<file path="src/rtl/video_timing_controller.sv">
// Raster scan generator: position, active area, syncs, frame strobe and frame-stable mouse.
// Define VIDEO_TIMING_MOUSE_LATCH_EN to latch the mouse inputs at each frame start.
module video_timing_controller #(
    parameter int H_ACTIVE = 352,
    parameter int H_FRONT  = 16,
    parameter int H_SYNC   = 32,
    parameter int H_BACK   = 48,
    parameter int V_ACTIVE = 288,
    parameter int V_FRONT  = 4,
    parameter int V_SYNC   = 4,
    parameter int V_BACK   = 16
) (
    input  logic       clock,
    input  logic       reset,
    input  logic       pixel_enable,
    input  logic [8:0] mouse_x_in,
    input  logic [8:0] mouse_y_in,
    input  logic       mouse_pressed_in,
    output logic [8:0] video_x,
    output logic [8:0] video_y,
    output logic       active,
    output logic       hsync,
    output logic       vsync,
    output logic       frame_start,
    output logic [8:0] mouse_x,
    output logic [8:0] mouse_y,
    output logic       mouse_pressed_
);
    localparam int H_TOTAL = H_ACTIVE + H_FRONT + H_SYNC + H_BACK;
    localparam int V_TOTAL = V_ACTIVE + V_FRONT + V_SYNC + V_BACK;

    if (H_ACTIVE < 1 || H_FRONT < 1 || H_SYNC < 1 || H_BACK < 1 ||
        V_ACTIVE < 1 || V_FRONT < 1 || V_SYNC < 1 || V_BACK < 1 ||
        H_TOTAL > 512 || V_TOTAL > 512) begin : g_param_check
        $fatal(1, "video_timing_controller: illegal timing parameters");
    end

    typedef enum logic [1:0] {HS_ACT, HS_FP, HS_SYNC, HS_BP} h_state_t;
    typedef enum logic [1:0] {VS_ACT, VS_FP, VS_SYNC, VS_BP} v_state_t;

    h_state_t   h_state_reg, h_state_next;
    v_state_t   v_state_reg, v_state_next;
    logic [8:0] h_phase_reg, h_phase_next, v_phase_reg, v_phase_next;
    logic [8:0] x_reg, x_next, y_reg, y_next;
    logic [8:0] h_last, v_last;
    logic       line_wrap, frame_wrap;
    logic       active_reg, active_next, hsync_reg, hsync_next;
    logic       vsync_reg, vsync_next, frame_start_reg, frame_start_next;

    // State register: reset parks both FSMs on the last count of the back porch,
    // so the first enabled cycle wraps into (0,0) like any other frame.
    always_ff @(posedge clock) begin
        if (reset) begin
            h_state_reg     <= HS_BP;
            v_state_reg     <= VS_BP;
            h_phase_reg     <= 9'(H_BACK - 1);
            v_phase_reg     <= 9'(V_BACK - 1);
            x_reg           <= 9'(H_TOTAL - 1);
            y_reg           <= 9'(V_TOTAL - 1);
            active_reg      <= 1'b0;
            hsync_reg       <= 1'b0;
            vsync_reg       <= 1'b0;
            frame_start_reg <= 1'b0;
        end else begin
            h_state_reg     <= h_state_next;
            v_state_reg     <= v_state_next;
            h_phase_reg     <= h_phase_next;
            v_phase_reg     <= v_phase_next;
            x_reg           <= x_next;
            y_reg           <= y_next;
            active_reg      <= active_next;
            hsync_reg       <= hsync_next;
            vsync_reg       <= vsync_next;
            frame_start_reg <= frame_start_next;
        end
    end

    // Next-state logic for both scan FSMs and the position counters.
    always_comb begin
        h_last = 9'(H_BACK - 1);
        case (h_state_reg)
            HS_ACT:  h_last = 9'(H_ACTIVE - 1);
            HS_FP:   h_last = 9'(H_FRONT - 1);
            HS_SYNC: h_last = 9'(H_SYNC - 1);
            default: h_last = 9'(H_BACK - 1);
        endcase
        v_last = 9'(V_BACK - 1);
        case (v_state_reg)
            VS_ACT:  v_last = 9'(V_ACTIVE - 1);
            VS_FP:   v_last = 9'(V_FRONT - 1);
            VS_SYNC: v_last = 9'(V_SYNC - 1);
            default: v_last = 9'(V_BACK - 1);
        endcase

        line_wrap    = pixel_enable && (x_reg == 9'(H_TOTAL - 1));
        frame_wrap   = line_wrap && (y_reg == 9'(V_TOTAL - 1));
        h_state_next = h_state_reg;
        h_phase_next = h_phase_reg;
        v_state_next = v_state_reg;
        v_phase_next = v_phase_reg;
        x_next       = x_reg;
        y_next       = y_reg;

        if (pixel_enable) begin
            x_next = line_wrap ? 9'd0 : x_reg + 9'd1;
            if (h_phase_reg == h_last) begin
                h_phase_next = 9'd0;
                case (h_state_reg)
                    HS_ACT:  h_state_next = HS_FP;
                    HS_FP:   h_state_next = HS_SYNC;
                    HS_SYNC: h_state_next = HS_BP;
                    default: h_state_next = HS_ACT;
                endcase
            end else begin
                h_phase_next = h_phase_reg + 9'd1;
            end
        end

        if (line_wrap) begin
            y_next = frame_wrap ? 9'd0 : y_reg + 9'd1;
            if (v_phase_reg == v_last) begin
                v_phase_next = 9'd0;
                case (v_state_reg)
                    VS_ACT:  v_state_next = VS_FP;
                    VS_FP:   v_state_next = VS_SYNC;
                    VS_SYNC: v_state_next = VS_BP;
                    default: v_state_next = VS_ACT;
                endcase
            end else begin
                v_phase_next = v_phase_reg + 9'd1;
            end
        end
    end

    // Output decode from the next state, registered alongside the state.
    always_comb begin
        active_next      = (h_state_next == HS_ACT) && (v_state_next == VS_ACT);
        hsync_next       = (h_state_next == HS_SYNC);
        vsync_next       = (v_state_next == VS_SYNC);
        frame_start_next = frame_wrap;
    end

    assign video_x     = x_reg;
    assign video_y     = y_reg;
    assign active      = active_reg;
    assign hsync       = hsync_reg;
    assign vsync       = vsync_reg;
    assign frame_start = frame_start_reg;

`ifdef VIDEO_TIMING_MOUSE_LATCH_EN
    logic [8:0] mouse_x_reg, mouse_y_reg;
    logic       mouse_pressed_reg;

    always_ff @(posedge clock) begin
        if (reset) begin
            mouse_x_reg       <= 9'd0;
            mouse_y_reg       <= 9'd0;
            mouse_pressed_reg <= 1'b0;
        end else if (frame_wrap) begin
            mouse_x_reg       <= mouse_x_in;
            mouse_y_reg       <= mouse_y_in;
            mouse_pressed_reg <= mouse_pressed_in;
        end
    end

    assign mouse_x        = mouse_x_reg;
    assign mouse_y        = mouse_y_reg;
    assign mouse_pressed_ = mouse_pressed_reg;
`else
    assign mouse_x        = mouse_x_in;
    assign mouse_y        = mouse_y_in;
    assign mouse_pressed_ = mouse_pressed_in;
`endif
endmodule

</file>
<file path="config.mk">
export PLATFORM = sky130hd
export DESIGN_NAME = video_timing_controller
export DESIGN_NICKNAME = d
export VERILOG_FILES = /design/src/rtl/video_timing_controller.sv
export SDC_FILE = /design/constraint.sdc
export NUM_CORES = 1
export LEC_CHECK = 0
export BUFFER_PORTS_ARGS = -buffer_cell sky130_fd_sc_hd__buf_2
export CAP_MARGIN = 20
export CORE_ASPECT_RATIO = 1.4
export CORE_UTILIZATION = 30
export DETAILED_ROUTE_END_ITERATION = 7
export GPL_TIMING_DRIVEN = 0
export SLEW_MARGIN = 30
export SYNTH_ARGS = -nofsm -noshare
export SYNTH_HDL_FRONTEND = slang
export SYNTH_SLANG_ARGS = --single-unit
export TNS_END_PERCENT = 10
</file>
<file path="constraint.sdc">
create_clock -name clock -period 2.55 [get_ports clock]
set_clock_uncertainty 0.1 [all_clocks]
set_input_delay 0 -clock clock [delete_from_list [all_inputs] [get_ports clock]]
set_output_delay 0 -clock clock [all_outputs]
set_load 0.02 [all_outputs]
</file>
After elaboration in Yosys (flattened, before gate mapping)
Index checks and enable logic that the tools add are counted.
{"block": "totals", "wordCells": 44, "latchBits": 0, "inputBits": 22, "rom_bits": 0, "reg_bits": 44, "memories": 0, "ramBits": 0, "out_inout_bits": 41}
{"block": "op_classes", "n_mux": 12, "n_bitwise": 0, "n_lt_le_gt_ge": 0, "mul": 0, "n_eq_ne": 10, "div": 0, "shift": 0, "n_reduce_logical": 8, "addsub": 4}
{"op": "$add 9x1->9 const B", "n": 4}
{"op": "$mux 9", "n": 4}
{"op": "$pmux 9 s3", "n": 1}
{"op": "$eq 9x9->1", "n": 2}
{"op": "$eq 9x9->1 const B", "n": 2}
{"op": "$pmux 9 s2", "n": 1}
{"op": "$pmux 2 s3", "n": 2}
{"op": "$eq 2x2->1 const B", "n": 4}
{"op": "$logic_not 2->1", "n": 4}
{"op": "$mux 2", "n": 4}
{"op": "$eq 2x1->1 const B", "n": 2}
{"op": "$logic_and 1x1->1", "n": 3}
{"op": "$reduce_or 2->1", "n": 1}

Depth between registers and ports, before layout
{"block": "logic_depth", "word_depth": 8, "ltp_mapped": 8, "mapped_depth_nobuf": 7}

Worst setup path after synthesis
Ideal clock, no wire load.
{"block": "synth_path", "path_kind": "register -> register", "startpoint": "reg h_state_reg[1]", "endpoint": "reg active_reg, in the netlist active", "stages_incl_launch_ff": 9, "t_arrival_ps": 1868, "n_path_buf": 1, "slack_ps": 465, "synth_period_minus_slack_ps": 2085, "t_required_ps": 2333, "setup_time_ps": 117, "cell_sequence": "dfxtp_1 -> inv_1 -> ha_1 -> or3_1 -> a211oi_2 -> and3_1 -> buf_4 -> mux2i_1 -> and4bb_1"}
{"block": "synth_between", "elab_chain_cells": 7, "word_cells_on_any_way": 10, "classes_between": "eq/ne: 3; mux: 4; reduce/logical: 3"}
{"item": "start, declared", "line_no": "41", "rtl": "h_state_t h_state_reg, h_state_next;"}
{"item": "start signal, assigned", "line_no": "65", "rtl": "h_state_reg <= h_state_next;"}
{"item": "$eq 2x2->1 (tied with other cells)", "line_no": "81, 108"}
{"item": "$pmux 9 s3", "line_no": "81", "rtl": "case (h_state_reg)"}
{"item": "$eq 9x9->1", "line_no": "106", "rtl": "if (h_phase_reg == h_last) begin"}
{"item": "$mux 2", "line_no": "106"}
{"item": "$mux 2 *", "line_no": "104", "rtl": "if (pixel_enable) begin"}
{"item": "$logic_not 2->1 *", "line_no": "137", "rtl": "active_next = (h_state_next == HS_ACT) && (v_state_next == VS_ACT);"}
{"item": "$logic_and 1x1->1 *", "line_no": "137"}
{"item": "end signal, assigned", "line_no": "71", "rtl": "active_reg <= active_next;"}
{"item": "end, declared", "line_no": "47", "rtl": "logic active_reg, active_next, hsync_reg, hsync_next;"}
Every way passes the cells marked *; elsewhere a longest branch is shown, timed or not.
A chain may end at the register's enable or synchronous reset.

Worst setup path in the final report
{"block": "layout_path", "startpoint": "reg v_phase_reg[0]", "endpoint": "reg active_reg, in the netlist active"}
{"block": "layout_between", "elab_chain_cells": 5}
{"item": "start, declared", "line_no": "43", "rtl": "logic [8:0] h_phase_reg, h_phase_next, v_phase_reg, v_phase_next;"}
{"item": "start signal, assigned", "line_no": "57", "rtl": "v_phase_reg <= 9'(V_BACK - 1);"}
{"item": "start signal, assigned", "line_no": "68", "rtl": "v_phase_reg <= v_phase_next;"}
{"item": "$eq 9x9->1", "line_no": "121", "rtl": "if (v_phase_reg == v_last) begin"}
{"item": "$mux 2", "line_no": "121"}
{"item": "$mux 2", "line_no": "119", "rtl": "if (line_wrap) begin"}
{"item": "$logic_not 2->1", "line_no": "137"}
{"item": "$logic_and 1x1->1", "line_no": "137"}
No other way between the ends.

==> flow_summary.ini <==
[status]
outcome = finished clean

[floorplan]
fp.dieW_um = 75.1
core_um2 = 7310
io_pins = 63
die_area_um2 = 7850
rows = 37
die_h_um = 104
start_util_pct = 30.7

[timing]
rsz0062_at_grt = false
worstMarginPinSlew_ns = 0.523
timing.fmax_mhz = 433
finalCriticalPeriod_ns = 2.31
finalSetupViolations = 0
tns_ns = 0
maxSlewViolCount = 0
hold_viol = 0
slew_headroom_pct = 64.6
finalCritPeriodShare_pct = 90.6

[global_routing]
grt_pass1_wl_mm = 8.30
grt-ovfl-total = 0
grt_pass1_vias = 1804
grt_usage_pct = 13.5
grt_max_degree = 15
antenna_found_initial = 0

[power]
power-per-cell-area_nw_per_um2 = 821
total_power_mw = 2.20
p_leak_nw = 1.17
ir_worst_vdd_uv = 289

[final_layout]
drive_gt1_share_pct = 26.9
nNetsFinal = 338
fin_area_um2 = 2680
finalNonFillerCells = 405
syn_to_final_growth_pct = 19.3
fin_util_pct = 36.7
diodes = 0

[clock_tree]
numCtsBuffers = 5
htreeDepth = 2
clk_latency_ns = 0.30
path_clk_slew_ns = 0.09
clock_sinks = 44
cts_setup_buffers = 0
cts_tree = done
clock_path_buffers = 2
root_buffer = clkbuf_8

[setup_path]
crit_fanout = 7
r2r_start = v_phase_reg[0]
startpoint_type = flop
crit_path_end_kind = flop
crit_required_ns = 2.69
crit_path_start = v_phase_reg[0]
path_class = flop to flop
arrival_ns = 2.45

[synth]
synth_edf_count = 0
synth.largest_area_cell = dfxtp_1
synth_top_area_share_pct = 39.2
async_flop_share_pct = 0
netlist_area_um2 = 2250
synth_ff_type = dfxtp_1
syn_nets = 287
yosysSeqAreaShare_pct = 39.2
yosys_warnings = 0
synth_cell_types = 43
synth_area_leaders = dfxtp_1, buf_4, xor2_1, ha_1, nand2_1
ys_ff_latch = 44
syn_inst = 256
syn_area_per_cell_um2 = 8.78

[routing]
wire_per_inst_um = 12.0
first_pass_iters = 4
drc = 0
routed_wl_mm = 4.84
vias = 1945
avgViaCountPerCell = 4.80
first_iter_violations = 69
antenna_left = 0

[placement]
routabilityCongestion = 0.777
port_buffers = 43
dp_hpwl_mm = 3.56
dp_cells = 396
dpl_cell_area_um2 = 2580

[min_path]
hold_path.class = input pin to flop
min-delay-start = pixel_enable

[run]
cap_violations = 0
## Yosys cell counts, types with 2 or more instances
| library cell | number |
|---|---|
| a221o_1 | 2 |
| o221a_2 | 2 |
| and4_1 | 2 |
| ha_1 | 9 |
| a31oi_1 | 2 |
| mux2i_1 | 3 |
| nand3_1 | 7 |
| nor2_1 | 22 |
| or3_1 | 5 |
| xnor2_1 | 6 |
| nand4b_1 | 2 |
| xor2_1 | 13 |
| nand4_1 | 10 |
| o21ai_0 | 16 |
| clkbuf_1 | 5 |
| and3_1 | 8 |
| a21oi_1 | 13 |
| buf_2 | 2 |
| nand2_1 | 26 |
| buf_4 | 21 |
| o31ai_1 | 2 |
| inv_1 | 6 |
| nand2b_1 | 3 |
| nor3_1 | 5 |
| o311ai_0 | 2 |
| dfxtp_1 | 44 |
| nor4b_1 | 2 |
## logic make-up after synthesis
kind of cell / Yosys count / synth area share, %
AND/OR/NAND/NOR: 102 / 24.8
AO/OA/AOI/OAI: 44 / 12.5
flip-flops: 44 / 39.2
buffers and inverters: 35 / 9.80
XOR/XNOR: 19 / 7.41
adder cells (fa/ha/maj): 9 / 5.01
multiplexers: 3 / 1.34
## cell type report
class / instances / area (um2)
plain buffers: 29 / 198
clock buffers: 5 / 68.8
clock inverters: 3 / 18.8
fillers: 807 / 4630
inverters: 6 / 22.5
multi-input cells: 177 / 1150
flip-flops and latches: 44 / 881
well taps: 97 / 121
repair buffers: 44 / 225
## per-layer routing
layer  GRT usage (%)  part of all wire (%)  up-vias
met2            22.8                    49       55
li1                -                     -      987
met4            4.76                   1.6        0
met1            16.6                    44      898
met3            2.81                   5.1        5
met5               0                     0        -
## cell usage in the layout, fill, tap and decap left out, types with 7 or more instances in the layout
cell	count
buf_2	45
dfxtp_1	44
nand2_1	26
nor2_1	22
buf_4	21
o21ai_0	15
a21oi_1	13
xor2_1	13
nand4_1	10
ha_1	9
and3_1	8
nand3_1	7
## where the power goes
part           switching [mW]  total [mW]  internal [mW]
clock                   0.244       0.435          0.191
sequential              0.120       0.915          0.795
combinational           0.494       0.852          0.358
total                   0.857        2.20           1.34
## metrics by stage
stage                     setup slack, ns  hold slack (ns)
after floorplan                     0.465        -0.000279
after global placement              0.148            0.118
after detailed placement           0.0433            0.117
after CTS                          0.0309           0.0373
after global routing               0.0694            0.100
final                               0.241           0.0586
## critical path, cell delays in order, from the launching register on
cell and delay (ns):
dfxtp_1 0.45, ha_1 0.28, nor4b_1 0.47, o221ai_1 0.35, nor4_4 0.22, o21ai_2 0.10, and4bb_1 0.28
## repair_timing
item | CTS | global route
gates resized for setup | 0 | 1
hold endpoints to repair | 4 | 0
endpoints found under the setup margin | 0 | 5
hold buffers | 1 | 0
## worst paths after layout
kind | endpoint | slack (ns) | cells after the start
min | video_x[8] | 0.06 | 3
max reg2reg | active | 0.24 | 6
min reg2reg | h_phase_reg[1] | 0.42 | 2
max | active | 0.24 | 6
No activity file was read; power rests on OpenSTA's default activity.
